File: src/rtl/multiword_cla_sequencer_if.sv
`default_nettype none
// ============================================================================
// Module : multiword_cla_sequencer_if
// Brief  : Start/busy/done handshake and operand/result bus of the sequencer.
//          Optional MULTIWORD_CLA_SEQUENCER_SUB_EN adds the 'sub' request bit.
// Rev    : 1.0 - initial release
// ============================================================================
interface multiword_cla_sequencer_if #(
    parameter int N     = 4,
    parameter int WORDS = 4
);
    localparam int c_w = N * WORDS;

    logic           start;
    logic [c_w-1:0] A;
    logic [c_w-1:0] B;
    logic           C_in;
`ifdef MULTIWORD_CLA_SEQUENCER_SUB_EN
    logic           sub;
`endif
    logic           busy;
    logic           done;
    logic [c_w-1:0] S;
    logic           C_out;

`ifdef MULTIWORD_CLA_SEQUENCER_SUB_EN
    modport master (output start, A, B, C_in, sub, input busy, done, S, C_out);
    modport slave  (input start, A, B, C_in, sub, output busy, done, S, C_out);
`else
    modport master (output start, A, B, C_in, input busy, done, S, C_out);
    modport slave  (input start, A, B, C_in, output busy, done, S, C_out);
`endif

endinterface
`default_nettype wire

File: src/rtl/multiword_cla_sequencer.sv
`default_nettype none
// ============================================================================
// Module : multiword_cla_sequencer
// Brief  : Wide add (optionally subtract, MULTIWORD_CLA_SEQUENCER_SUB_EN) done
//          as WORDS passes through one N-bit carry-look-ahead slice.
// Rev    : 1.0 - initial release
// ============================================================================
module multiword_cla_sequencer #(
    parameter int N     = 4,
    parameter int WORDS = 4
) (
    input  logic                    clk,
    input  logic                    rst_n,
    multiword_cla_sequencer_if.slave bus
);
    localparam int c_w     = N * WORDS;
    localparam int c_res_w = c_w - N;
    localparam int c_idx_w = (WORDS > 1) ? (($clog2(WORDS) > 1) ? $clog2(WORDS) : 1) : 1;
    localparam logic [c_idx_w-1:0] c_last = c_idx_w'(WORDS - 1);

    typedef enum logic [1:0] {
        ST_IDLE = 2'd0,
        ST_RUN  = 2'd1,
        ST_DONE = 2'd2
    } state_t;

    state_t               r_state;
    state_t               w_next;
    logic                 w_busy;
    logic                 w_done;

    logic [c_w-1:0]       r_a;
    logic [c_w-1:0]       r_b;
    logic                 r_carry;
    logic [c_idx_w-1:0]   r_idx;
    logic [c_res_w-1:0]   r_res;
    logic [c_w-1:0]       r_s;
    logic                 r_cout;

    logic                 w_accept;
    logic                 w_last;
    logic [c_w-1:0]       w_b_load;
    logic                 w_c_load;
    logic [N-1:0]         w_a_chunk;
    logic [N-1:0]         w_b_chunk;
    logic [N-1:0]         w_g;
    logic [N-1:0]         w_p;
    logic [N:0]           w_c;
    logic [N-1:0]         w_sum;
    logic                 w_prop;

    assign w_accept = bus.start && (r_state != ST_RUN);
    assign w_last   = (r_state == ST_RUN) && (r_idx == c_last);

    // Subtraction is A + ~B + 1, so only the latched B and seed carry differ
`ifdef MULTIWORD_CLA_SEQUENCER_SUB_EN
    assign w_b_load = bus.sub ? ~bus.B : bus.B;
    assign w_c_load = bus.sub ? 1'b1   : bus.C_in;
`else
    assign w_b_load = bus.B;
    assign w_c_load = bus.C_in;
`endif

    always_comb begin
        w_a_chunk = '0;
        w_b_chunk = '0;
        for (int k = 0; k < WORDS; k++) begin
            if (r_idx == c_idx_w'(k)) begin
                w_a_chunk = r_a[k*N +: N];
                w_b_chunk = r_b[k*N +: N];
            end
        end
    end

    assign w_g = w_a_chunk & w_b_chunk;
    assign w_p = w_a_chunk | w_b_chunk;

    // Each carry is the flattened sum-of-products of the G/P recurrence
    always_comb begin
        w_c    = '0;
        w_prop = 1'b0;
        w_c[0] = r_carry;
        for (int i = 0; i < N; i++) begin
            w_c[i+1] = w_g[i];
            w_prop   = w_p[i];
            for (int j = i - 1; j >= 0; j--) begin
                w_c[i+1] = w_c[i+1] | (w_g[j] & w_prop);
                w_prop   = w_prop & w_p[j];
            end
            w_c[i+1] = w_c[i+1] | (w_prop & r_carry);
        end
    end

    assign w_sum = w_a_chunk ^ w_b_chunk ^ w_c[N-1:0];

    always_ff @(posedge clk or negedge rst_n) begin
        if (!rst_n) begin
            r_state <= ST_IDLE;
        end else begin
            r_state <= w_next;
        end
    end

    always_comb begin
        w_next = r_state;
        w_busy = 1'b0;
        w_done = 1'b0;
        case (r_state)
            ST_IDLE: begin
                if (bus.start) w_next = ST_RUN;
            end
            ST_RUN: begin
                w_busy = 1'b1;
                if (w_last) w_next = ST_DONE;
            end
            ST_DONE: begin
                w_done = 1'b1;
                w_next = bus.start ? ST_RUN : ST_IDLE;
            end
            default: w_next = ST_IDLE;
        endcase
    end

    always_ff @(posedge clk or negedge rst_n) begin
        if (!rst_n) begin
            r_a     <= '0;
            r_b     <= '0;
            r_carry <= 1'b0;
            r_idx   <= '0;
            r_res   <= '0;
            r_s     <= '0;
            r_cout  <= 1'b0;
        end else if (w_accept) begin
            r_a     <= bus.A;
            r_b     <= w_b_load;
            r_carry <= w_c_load;
            r_idx   <= '0;
        end else if (r_state == ST_RUN) begin
            r_carry <= w_c[N];
            for (int k = 0; k < WORDS - 1; k++) begin
                if (r_idx == c_idx_w'(k)) r_res[k*N +: N] <= w_sum;
            end
            // Top chunk goes straight to S so partial sums never appear there
            if (w_last) begin
                r_s    <= {w_sum, r_res};
                r_cout <= w_c[N];
            end else begin
                r_idx  <= r_idx + 1'b1;
            end
        end
    end

    assign bus.busy  = w_busy;
    assign bus.done  = w_done;
    assign bus.S     = r_s;
    assign bus.C_out = r_cout;

endmodule
`default_nettype wire

File: src/flat_wrapper.sv
// flat-port wrapper written by rule: the top's interface ports become plain ports
module multiword_cla_sequencer_flat 
#(
    parameter int N     = 4,
    parameter int WORDS = 4
)
  (clk, rst_n, bus_start, bus_A, bus_B, bus_C_in, bus_busy, bus_done, bus_S, bus_C_out);
  multiword_cla_sequencer_if #(.N(N), .WORDS(WORDS)) bus_i ();
  input  logic clk;
  input  logic rst_n;
  input wire logic [$bits(bus_i.start)-1:0] bus_start;
  input wire logic [$bits(bus_i.A)-1:0] bus_A;
  input wire logic [$bits(bus_i.B)-1:0] bus_B;
  input wire logic [$bits(bus_i.C_in)-1:0] bus_C_in;
  output wire logic [$bits(bus_i.busy)-1:0] bus_busy;
  output wire logic [$bits(bus_i.done)-1:0] bus_done;
  output wire logic [$bits(bus_i.S)-1:0] bus_S;
  output wire logic [$bits(bus_i.C_out)-1:0] bus_C_out;
  assign bus_i.start = bus_start;
  assign bus_i.A = bus_A;
  assign bus_i.B = bus_B;
  assign bus_i.C_in = bus_C_in;
  assign bus_busy = bus_i.busy;
  assign bus_done = bus_i.done;
  assign bus_S = bus_i.S;
  assign bus_C_out = bus_i.C_out;
  multiword_cla_sequencer #(.N(N), .WORDS(WORDS)) u_core (.clk(clk), .rst_n(rst_n), .bus(bus_i));
endmodule
File: config.mk
export PLATFORM = sky130hd
export DESIGN_NAME = multiword_cla_sequencer_flat
export DESIGN_NICKNAME = d
export VERILOG_FILES = /design/src/rtl/multiword_cla_sequencer_if.sv /design/src/rtl/multiword_cla_sequencer.sv /design/src/flat_wrapper.sv
export SDC_FILE = /design/constraint.sdc
export NUM_CORES = 1
export LEC_CHECK = 0
export CAP_MARGIN = 10
export CORE_ASPECT_RATIO = 0.8
export CORE_MARGIN = 3
export CORE_UTILIZATION = 47
export DETAILED_ROUTE_END_ITERATION = 6
export PLACE_DENSITY_LB_ADDON = 0.12
export SYNTH_ARGS = -nofsm -noshare
export SYNTH_HDL_FRONTEND = slang
export SYNTH_SLANG_ARGS = --single-unit
File: constraint.sdc
create_clock -name clk -period 2.4 [get_ports clk]
set_input_delay 0.48 -clock clk [delete_from_list [all_inputs] [get_ports clk]]
set_output_delay 0.48 -clock clk [all_outputs]
set_load 0.01 [all_outputs]
==> impl_summary.txt <==
----------------------------------------------------
[Timing]
  Worst slew margin relative to its limit ... just over 60%
  Setup repair after global routing missed its margin ... true
  Worst hold slack across all endpoints ... approximately 120 ps
  Final hold violation count ... 0
  Final slew viol count ... 0
  Final critical path time including I/O delays and setup ... approximately 2500 ps
  Peak Freq ... ~400 MHz
  Aggregate negative setup slack ... -319 ps
  Final Setup Violations ... 5
  Worst Max-Slew Pin Slew ... approximately 580 ps
  Worst path setup slack after routing ... -91.1 ps
  Fin crit share ... 104%
  Final Skew ... about 7.0 ps

[Die]
  Width of the die ... ~100 um
  Overall die height ... around 79 um
  Core area ... 6190 um^2
  Effective utilization at floorplan ... 50.7%
  Number of placement rows ... 25
  I/O pins ... 55
  Floorplan die area ... between 7000 and 8000 um^2

[Power]
  Pwr/cell area ... 1710 nW/um^2
  IR Drop Worst-Case VDD ... just under 0.9 mV
  Standby leakage power ... roughly 2.0 nW
  Total power consumption of the routed design ... just under 8 mW

[GRT]
  GRT Residual Overflow ... 0
  Wire length of the first global-routing pass ... between 10 and 15 mm
  Maximum number of pins on one net before global-route repair ... 30
  Global Route Usage Sum ... about a fifth
  Number of global-route vias before repair ... ~2600
  Number of antenna violations at the first check in global routing ... 0

[Finish]
  Highest-count cells in the layout ignoring fill and taps ... dfrtp_1 (65), clkdlybuf4s50_1 (53), nand2_1 (50)
  Fin nets ... 410
  Antenna diode count ... 0
  Number of filler cells placed in the layout ... approximately 440
  Area of the multi-input gates ... around 1700 um^2
  Total non-filler cell area in the finished layout ... approximately 4600 um^2
  Share of cells above drive strength 1 ... around 37%
  Most common cell after layout, fill and taps aside ... dfrtp_1
  Area grow syn2layout ... 45.0%
  Sequential Area ... about 1700 um^2

[Critical path]
  Largest stage delay, worst path ... between 400 and 500 ps
  Top cell by count, worst path ... ha_4
  CP startpoint kind ... flop
  Critical Path End Type ... flop
  Critical Path Slowest Stage Cell ... dfrtp_1
  Critical setup path kind ... flop to flop
  Worst path cell trace ... inv_2, ha_4, buf_8, buf_6, buf_4, a221oi_2, nor3_1, a21o_1, ha_4, and4b_1, a221o_1
  Top fanout value on the critical path ... 8
  Buffers & Inverters on Critical Path ... 4
  Data arrival time of the critical path ... roughly 2700 ps
  Dominant delay contributor by cell family on the critical path ... compound AO/OA/AOI/OAI gates
  CP Data Required Time ... between 2000 and 3000 ps

[Synthesis]
  Count of state elements after synthesis ... 66
  Fraction of the yosys area taken by sequential cells ... a little over half
  Mean Syn Cell Area ... approximately 11 um^2
  Unique masters post-synth ... 38
  Post-synthesis instance total ... around 280
  Number of nets in the synthesized netlist ... between 300 and 400
  Synthesized area ... 3140 um^2
  Synth Flop Type ... dfrtp_1
  Asr flop ratio synth ... 100%
  Number of enable-type register cells in the synthesized netlist ... 0
  Synth warnings ... 0

[Run]
  Number of violations of the max-capacitance limit ... 0

[Clocking]
  H-tree lvl count ... 3
  TritonCTS clock tree ... built
  Clock buffer depth ... 2
  Clock Sinks ... 66
  # hold bufs at CTS ... 0
  Clock insertion delay at the later pin of the skew report ... between 300 and 400 ps
  Clock Root Buffer ... clkbuf_8
  Post-CTS clock slew at the launch and capture registers of the worst setup and hold paths ... about 70 ps
  Clock buffer count from CTS ... 9

[Placement]
  Dpl cell area ... between 3000 and 4000 um^2
  GPL Wtd Cong ... 0.832
  Number of buffers added on ports ... 54
  Detailed Place HPWL ... approximately 4.9 mm

[Routing]
  Detail-routed net length per standard cell ... between 15 and 20 um
  DRC errors left ... 0
  Pre-antenna DRT Iters ... 4
  Detail Route Antenna Nets ... 0
  Vias after detailed routing ... between 2000 and 2500
  Detailed-route vias per instance ... 5.35
  Number of design-rule violations left by the first detailed-router iteration ... 53
  Final WL ... 7.37 mm

[Min path]
  Kind of path behind the tightest hold check ... input pin to asynchronous set/reset pin

[Outcome]
  Result of the run ... finished with violations
  Violations in the final reports ... setup timing

----------------------------------------------------
==> cells in the mapped netlist, types with 2 or more instances <==
| master | n | area [um^2] |
|---|---|---|
| a21o_1 | 8 | 60.1 |
| a21oi_1 | 11 | 55.1 |
| a221o_1 | 3 | 30.0 |
| a221oi_1 | 8 | 70.1 |
| a31oi_1 | 2 | 12.5 |
| and4b_1 | 2 | 20.0 |
| buf_2 | 3 | 15.0 |
| buf_4 | 4 | 30.0 |
| clkbuf_1 | 4 | 15.0 |
| dfrtp_1 | 66 | 1650 |
| ha_1 | 12 | 150 |
| inv_1 | 6 | 22.5 |
| mux2_1 | 3 | 33.8 |
| mux2_2 | 30 | 338 |
| nand2_1 | 51 | 191 |
| nand2_2 | 5 | 31.3 |
| nor2_1 | 7 | 26.3 |
| nor2b_1 | 18 | 113 |
| nor3_1 | 9 | 45.0 |
| o21ai_0 | 9 | 45.0 |
| o31ai_1 | 4 | 30.0 |
==> final timing paths <==
kind | startpoint | cells after the start | end | slack (ps)
max | u_core.r_idx[1] | 11 | u_core.r_res[11] | -90
min | rst_n | 1 | u_core.r_a[5] | 120
max reg2reg | u_core.r_idx[1] | 11 | u_core.r_res[11] | -90
min reg2reg | u_core.r_res[8] | 2 | u_core.bus.S[8] | 470
max in group asynchronous | rst_n | 2 | u_core.bus.S[15] | 1670
min in group clk | u_core.r_res[8] | 2 | u_core.bus.S[8] | 470
==> logic make-up (layout without fill, tap and decap cells) <==
family	Yosys count	in the layout	synth area share (%)
adder cells (fa/ha/maj)	13	13	5.42
buffers and inverters	20	104	3.31
flip-flops	66	66	52.6
multiplexers	33	33	11.8
AND/OR/NAND/NOR	97	97	15.1
XOR/XNOR	1	1	0.279
AO/OA/AOI/OAI	52	52	11.4
==> metrics by stage <==
step	utilization [%]	setup WS (ps)	std cells
after floorplan	-	12.8	282
after global placement	62.3	-202	420
after detailed placement	62.3	-279	420
after CTS	71.5	-31.5	445
after global routing	73.5	-196	447
final	73.5	-91.1	447
==> state kept, by name (all words and copies together) (netlist names) <==
name,cells
u_core.bus.S,16
u_core.r_carry,1
u_core.r_state,2
u_core.r_res,12
u_core.r_b,16
u_core.bus.C_out,1
u_core.r_idx,2
u_core.r_a,16
==> layout make-up <==
class                      instances  area share, %
clock buffer                      10           3.02
clock inverter                     6           1.98
inverter                           8          0.714
multi-input combinational        196           38.0
sequential                        66           36.3
tap                               81           2.23
timing repair buffer              80           17.8
==> report_power, final <==
group	switching, mW	internal (mW)
combinational	2.31	2.39
sequential	0.388	1.67
clock	0.433	0.614
==> per-layer routing <==
| metal | routed length (um) | track usage, % | vias up |
|---|---|---|---|
| li1 | - | - | 1142 |
| met3 | 307 | 5.27 | 13 |
| met2 | 3530 | 33.0 | 52 |
| met5 | 0 | 0 | - |
| met1 | 3380 | 26.3 | 1186 |
| met4 | 157 | 8.99 | 0 |
==> what timing repair did <==
action / in CTS / in global routing
setup endpoints to repair: 18 / 18
pin swaps: 8 / 12
cloned: 1 / 0
setup buffers: 8 / 2
resized for setup: 51 / 25
(Power assumes the default switching activity.)
